## config.mk

```make
export PLATFORM = sky130hd
export DESIGN_NAME = basic_bus_out_queue
export DESIGN_NICKNAME = d
export VERILOG_FILES = /design/src/rtl/basic_bus_out_queue.sv
export SDC_FILE = /design/constraint.sdc
export NUM_CORES = 1
export LEC_CHECK = 0
export BUFFER_PORTS_ARGS = -buffer_cell sky130_fd_sc_hd__buf_2
export CORE_MARGIN = 5
export CORE_UTILIZATION = 45
export CTS_CLUSTER_DIAMETER = 200
export DETAILED_ROUTE_END_ITERATION = 16
export PLACE_DENSITY = 0.7
export SETUP_SLACK_MARGIN = 0.2
export SLEW_MARGIN = 10
export SYNTH_ARGS = -nofsm -noshare
export SYNTH_HDL_FRONTEND = slang
export SYNTH_SLANG_ARGS = --single-unit
```

## constraint.sdc

```tcl
create_clock -name clk -period 7.1 [get_ports clk]
set_input_delay 0.355 -clock clk [delete_from_list [all_inputs] [get_ports clk]]
set_output_delay 0.355 -clock clk [all_outputs]
set_load 0.02 [all_outputs]
```

## src/rtl/basic_bus_out_queue.sv

```systemverilog
// Decoupling FIFO for one output port of the 4x4 basic message bus.
// Define BASIC_BUS_QUEUE_FLOW_EN to let a message pass straight through when the queue is empty.
module basic_bus_out_queue #(
  parameter int DEPTH        = 2,
  parameter int ADDR_BLOCK_W = 26,
  localparam int CNT_W       = $clog2(DEPTH + 1)
) (
  input  logic                    clk,
  input  logic                    reset,
  output logic                    io_enq_ready,
  input  logic                    io_enq_valid,
  input  logic [1:0]              io_enq_bits_header_src,
  input  logic [1:0]              io_enq_bits_header_dst,
  input  logic [ADDR_BLOCK_W-1:0] io_enq_bits_payload_addr_block,
  input  logic [1:0]              io_enq_bits_payload_p_type,
  input  logic                    io_deq_ready,
  output logic                    io_deq_valid,
  output logic [1:0]              io_deq_bits_header_src,
  output logic [1:0]              io_deq_bits_header_dst,
  output logic [ADDR_BLOCK_W-1:0] io_deq_bits_payload_addr_block,
  output logic [1:0]              io_deq_bits_payload_p_type,
  output logic [CNT_W-1:0]        io_count
);

  localparam int PTR_W   = (DEPTH > 1) ? $clog2(DEPTH) : 1;
  localparam int ENTRY_W = 6 + ADDR_BLOCK_W;

  logic [ENTRY_W-1:0] entry_reg [DEPTH];
  logic [DEPTH-1:0]   wr_en;

  logic [PTR_W-1:0] enq_ptr_reg, enq_ptr_next;
  logic [PTR_W-1:0] deq_ptr_reg, deq_ptr_next;
  logic             maybe_full_reg, maybe_full_next;

  logic               ptr_match;
  logic               empty;
  logic               full;
  logic               bypass;
  logic               do_enq;
  logic               do_deq;
  logic [ENTRY_W-1:0] enq_word;
  logic [ENTRY_W-1:0] head_word;
  logic [ENTRY_W-1:0] deq_word;

  // Pointers wrap explicitly so any DEPTH works, not only powers of two.
  function automatic logic [PTR_W-1:0] ptr_inc(input logic [PTR_W-1:0] p);
    if (p == PTR_W'(DEPTH - 1))
      return '0;
    return p + PTR_W'(1);
  endfunction

  assign enq_word = {io_enq_bits_header_src, io_enq_bits_header_dst,
                     io_enq_bits_payload_addr_block, io_enq_bits_payload_p_type};

  assign ptr_match = (enq_ptr_reg == deq_ptr_reg);
  assign empty     = ptr_match & ~maybe_full_reg;
  assign full      = ptr_match &  maybe_full_reg;

`ifdef BASIC_BUS_QUEUE_FLOW_EN
  assign bypass       = empty & io_enq_valid & io_deq_ready;
  assign io_deq_valid = ~empty | io_enq_valid;
  assign deq_word     = empty ? enq_word : head_word;
`else
  assign bypass       = 1'b0;
  assign io_deq_valid = ~empty;
  assign deq_word     = head_word;
`endif

  // Enqueue readiness depends only on stored state, never on the client's ready.
  assign io_enq_ready = ~full;
  assign do_enq       = io_enq_valid & ~full & ~bypass;
  assign do_deq       = ~empty & io_deq_ready;

  assign {io_deq_bits_header_src, io_deq_bits_header_dst,
          io_deq_bits_payload_addr_block, io_deq_bits_payload_p_type} = deq_word;

  generate
    for (genvar gi = 0; gi < DEPTH; gi++) begin : g_wr_en
      assign wr_en[gi] = do_enq & (enq_ptr_reg == PTR_W'(gi));
    end
  endgenerate

  // Payload storage carries no reset; validity is tracked by the pointers alone.
  always_ff @(posedge clk) begin
    for (int i = 0; i < DEPTH; i++) begin
      if (wr_en[i])
        entry_reg[i] <= enq_word;
    end
  end

  always_comb begin
    head_word = entry_reg[0];
    for (int i = 0; i < DEPTH; i++) begin
      if (deq_ptr_reg == PTR_W'(i))
        head_word = entry_reg[i];
    end
  end

  always_comb begin
    enq_ptr_next    = enq_ptr_reg;
    deq_ptr_next    = deq_ptr_reg;
    maybe_full_next = maybe_full_reg;
    if (do_enq)
      enq_ptr_next = ptr_inc(enq_ptr_reg);
    if (do_deq)
      deq_ptr_next = ptr_inc(deq_ptr_reg);
    if (do_enq != do_deq)
      maybe_full_next = do_enq;
  end

  always_ff @(posedge clk or negedge reset) begin
    if (!reset) begin
      enq_ptr_reg    <= '0;
      deq_ptr_reg    <= '0;
      maybe_full_reg <= 1'b0;
    end else begin
      enq_ptr_reg    <= enq_ptr_next;
      deq_ptr_reg    <= deq_ptr_next;
      maybe_full_reg <= maybe_full_next;
    end
  end

  always_comb begin
    if (full)
      io_count = CNT_W'(DEPTH);
    else if (enq_ptr_reg >= deq_ptr_reg)
      io_count = CNT_W'(enq_ptr_reg) - CNT_W'(deq_ptr_reg);
    else
      io_count = CNT_W'(DEPTH) - CNT_W'(deq_ptr_reg) + CNT_W'(enq_ptr_reg);
  end

endmodule

```

* Word level (Yosys, flattened, before mapping)
Memories as Yosys holds them, arrays and structs flattened. Cells that the tools add are included.
Storage, ports and cells: bits in registers 3, latch bits 0, memory bits (writable) 64, memory bits (read-only) 0, input bits 36, output and inout port bits 36, logic and storage cells 41, memories 1
Memories:
- entry_reg | words 2, width 32, read ports 2, clocked after Yosys merged registers in 0, write ports 1, line 28 | logic [ENTRY_W-1:0] entry_reg [DEPTH];
Operators by class: add/subtract/negate cells 5, multiply operators 0, divide/modulo/power cells 0, $lt $le $gt $ge 1, equal/unequal tests 2, shift operators 0, muxes and demuxes 18, bitwise logic cells 10, reduce and logical (&&, ||, !) cells 1
Operators by type and width (count):
- 32-bit 2-to-1 mux | 2
- 32-bit OR reduction | 1
- 1-bit 2-to-1 mux | 14
- 1-bit AND | 6
- 2-bit 2-to-1 mux | 2
- 1-bit NOT | 4
- 1-bit adder (second input constant) | 2
- 2-bit by 1-bit adder with 2-bit output | 1
- 1-bit by 1-bit subtractor with 2-bit output | 1
- 2-bit by 1-bit subtractor with 2-bit output (first input constant) | 1
- 1-bit equality test | 1
- 1-bit greater-or-equal comparator | 1
- 1-bit != test | 1

* Longest topological paths before layout
depth in word-level cells 9, mapped depth 5, depth with buffers taken out 5

* Worst setup path after synthesis
Ideal clock, no wire load.
path type reg-to-reg, from reg enq_ptr_reg, to mem entry_reg[0][0] (netlist bit), enable pin, setup time 421 ps, arrival time 2481 ps, required time 6679 ps, path slack 4198 ps, cell stages (with the launch flop) 6, buffers on the path 0, clock period less this slack 2902 ps, path through dfrtp_1 > inv_1 > ha_1 > nand2_1 > nand2_1 > nor2_1
On the way: elaborated cells between the ends (all ways) 14, classes of those cells eq/ne: 1; mux: 6; bitwise: 6; reduce/logical: 1
RTL lines:
- start, declared | line 31 | logic [PTR_W-1:0] enq_ptr_reg, enq_ptr_next;
- start signal, assigned | line 117 | enq_ptr_reg <= enq_ptr_next;
- 1-bit equality test | line 55 | assign ptr_match = (enq_ptr_reg == deq_ptr_reg);
- 1-bit AND | line 57 | assign full = ptr_match & maybe_full_reg;
- 1-bit NOT
- net io_enq_ready | line 10 | output logic io_enq_ready,
- 1-bit AND | line 71 | assign do_enq = io_enq_valid & ~full & ~bypass;
- 1-bit AND | line 79 | assign wr_en[gi] = do_enq & (enq_ptr_reg == PTR_W'(gi));
- net wr_en[0] | line 29 | logic [DEPTH-1:0] wr_en;
- 1-bit 2-to-1 mux | line 86 | if (wr_en[i])
- 1-bit 2-to-1 mux (not written as such) | line 87 | entry_reg[i] <= enq_word;
- 1-bit 2-to-1 mux (no source line)
- end, declared | line 28
The timed path passes the listed nets, and every way through them passes these cells.

* Worst setup path in the final report
from reg deq_ptr_reg, to mem entry_reg[0][23] (netlist bit), enable pin
On the way: elaborated cells between the ends (all ways) 13, classes of those cells eq/ne: 1; mux: 6; bitwise: 5; reduce/logical: 1
RTL lines:
- start, declared | line 32 | logic [PTR_W-1:0] deq_ptr_reg, deq_ptr_next;
- start signal, assigned | line 118 | deq_ptr_reg <= deq_ptr_next;
- 1-bit equality test | line 55
- 1-bit AND | line 57
- 1-bit NOT | line 71
- 1-bit AND | line 71
- 1-bit AND | line 79
- net wr_en[0] | line 29
- 1-bit 2-to-1 mux | line 86
- 1-bit 2-to-1 mux (not written as such) | line 87
- 1-bit 2-to-1 mux (no source line)
The timed path passes the listed nets, and every way through them passes these cells.

==> flow_summary.json <==
{
  "timing.final.ws_setup_ns": 4.15,
  "synth_top_area_frac": 0.729,
  "slew_violations": 0,
  "r2r.worst_path.cells": 4,
  "grt_pass1_vias": 1370,
  "period_needed_ns": 2.95,
  "syn_area_per_cell_um2": 22.0,
  "layout_commonest_cell": "buf_2",
  "first_pass_iters": 4,
  "period_share": 0.415,
  "drc": 0,
  "largest_register_ffs": 64,
  "mostFrequentLayoutCells": "71 x buf_2, 64 x edfxtp_1, 29 x mux2_4",
  "end_kind": "flip-flop",
  "ant_nets": 0,
  "via_count": 1290,
  "cts_root_buf": "clkbuf_8",
  "dpl_worst_slack_ns": 4.11,
  "postLayoutCellArea_mm2": 0.00319,
  "synthToLayoutAreaGrowth_pct": 20.8,
  "grt_max_degree": 36,
  "clock.fmax_ghz": 0.339,
  "power_density_mw_per_mm2": 443,
  "syn-cell-area_mm2": 0.00264,
  "cts.repair.resized": 0,
  "cp-startpoint": "deq_ptr_reg",
  "clock_latency_ns": 0.33,
  "slew_headroom": 0.308,
  "setup_violations": 0,
  "first_iter_violations": 93,
  "synth_top_area_cell": "edfxtp_1",
  "cts.reportedPaths.clkPinSlew_ns": 0.07,
  "finalNetCount": 237,
  "coreArea_mm2": 0.00561,
  "antenna_cells": 0,
  "htree_levels": 3,
  "drive_above_1_share": 0.576,
  "min_path_type": "in -> reg",
  "rrSetupSlack_ns": 4.15,
  "syn-num-nets": 158,
  "yosys_warnings": 0,
  "postSynthCellCount": 120,
  "ys_ff_latch": 67,
  "groute.usage.overall": 0.126,
  "holdPathStages": 1,
  "fp.dieH_um": 86.6,
  "finalHoldViolCount": 0,
  "ys_seq_area_frac": 0.757,
  "cts.sinks": 67,
  "vdd_drop_max_uv": 191,
  "worst_pin_slew_ns": 1.04,
  "critical_path_arrival_ns": 2.90,
  "max_cap_violations": 0,
  "post_cts_buffers": 0,
  "p_leak_nw": 1.30,
  "pin_count": 72,
  "portBuffers": 71,
  "antenna_found_initial": 0,
  "status": "finished, final reports clean",
  "rows": 27,
  "r2r_end": "entry_reg[0][23]",
  "yosys.cell_types.count": 14,
  "skew_ns": 0.00727,
  "required_ns": 7.05,
  "wirelength_um": 4450,
  "clockBufferDepth": 2,
  "grt_pass1_wl_um": 6900,
  "crit_type": "reg -> reg",
  "synth.area.top_cells": "edfxtp_1 73%, mux2_4 17%, dfrtp_1 2.8%",
  "start_util": 0.470,
  "tritoncts": "built",
  "floorplan.die_area_mm2": 0.00749,
  "route.detailed.wl_per_inst_um": 16.2,
  "setup-tns-final_ns": 0,
  "dpl.hpwl_um": 3060,
  "worstHoldStart": "io_enq_bits_payload_p_type[0]",
  "rsz0062_at_grt": "no",
  "worstReg2RegStart": "deq_ptr_reg",
  "cp-start-kind": "flip-flop",
  "holdPathEnd": "entry_reg[0][32]",
  "worstPathMaxFanout": 35,
  "placed_area_mm2": 0.00303,
  "gp_congestion": 0.700,
  "numCtsBuffers": 9,
  "grt_overflow": 0,
  "drt-vias-per-instance": 4.69,
  "die_w_um": 86.6
}
==> power by group <==
group | switching, mW | leakage [nW] | total (mW) | internal [mW]
clock network | 0.128 | 0.0784 | 0.248 | 0.120
logic | 0.288 | 0.588 | 0.530 | 0.242
registers | 0.0768 | 0.629 | 0.633 | 0.556
total | 0.493 | 1.30 | 1.41 | 0.918
==> per-layer routing <==
| metal | GRT usage | vias to the layer above | routed length (um) |
|---|---|---|---|
| met1 | 0.157 | 618 | 1820 |
| met5 | 0 | - | 0 |
| li1 | - | 619 | - |
| met3 | 0.0399 | 9 | 338 |
| met2 | 0.189 | 44 | 2170 |
| met4 | 0.0807 | 0 | 124 |
==> what timing repair did <==
action,in CTS,in global routing
hold buffers,1,0
endpoints found under the setup margin,0,0
hold endpoints to repair,3,0
==> synth_stat cells, drive strengths merged <==
library cell,instances
ha,2
inv,3
buf,4
mux2,32
nand2b,2
dfrtp,3
a21oi,2
o21ai,1
xnor2,2
edfxtp,64
nand2,3
nor2,2
==> worst max-delay path, cell delays in order (launching register included) <==
cell     delay [ns]
dfrtp_2        1.05
ha_1           0.43
nand2_1        0.13
nand2_1        0.18
nor2_4         0.76
==> layout make-up <==
| cell class | instances | area, um2 |
|---|---|---|
| multi-input cells | 46 | 573 |
| fillers | 459 | 2420 |
| clock buffers | 10 | 128 |
| clock inverters | 5 | 21.3 |
| flip-flops and latches | 67 | 2000 |
| inverters | 3 | 11.3 |
| well taps | 72 | 90.1 |
| repair buffers | 72 | 365 |
==> metrics by stage <==
step | utilization | total power [mW] | hold slack, ns | instances
after global routing | 0.568 | 1.48 | 0.188 | 275
final | 0.568 | 1.41 | 0.205 | 275
after detailed placement | 0.540 | 1.18 | 0.156 | 259
after global placement | 0.540 | 1.16 | 0.150 | 259
after floorplan | - | 1.05 | 0.0594 | 120
after CTS | 0.568 | 1.43 | 0.194 | 275
==> how the worst max path moves through the flow <==
stage	cells after the start	to	slack [ns]
4_1_cts	4	entry_reg[0][8]	4.11
2_1_floorplan	5	entry_reg[0][0]	4.20
5_1_grt	4	entry_reg[0][45]	3.95
6_report	4	entry_reg[0][23]	4.15
3_5_place_dp	4	entry_reg[0][57]	4.11
3_3_place_gp	4	entry_reg[0][56]	4.26
==> cell families (layout without fill, tap and decap cells) <==
family / after synthesis / count (layout) / synth area share
XOR/XNOR: 2 / 2 / 0.00664
adder cells (fa/ha/maj): 2 / 2 / 0.00949
AND/OR/NAND/NOR: 7 / 7 / 0.0119
flip-flops: 67 / 67 / 0.757
multiplexers: 32 / 32 / 0.178
buffers and inverters: 7 / 90 / 0.0313
AO/OA/AOI/OAI: 3 / 3 / 0.00569
(Power assumes the default switching activity.)
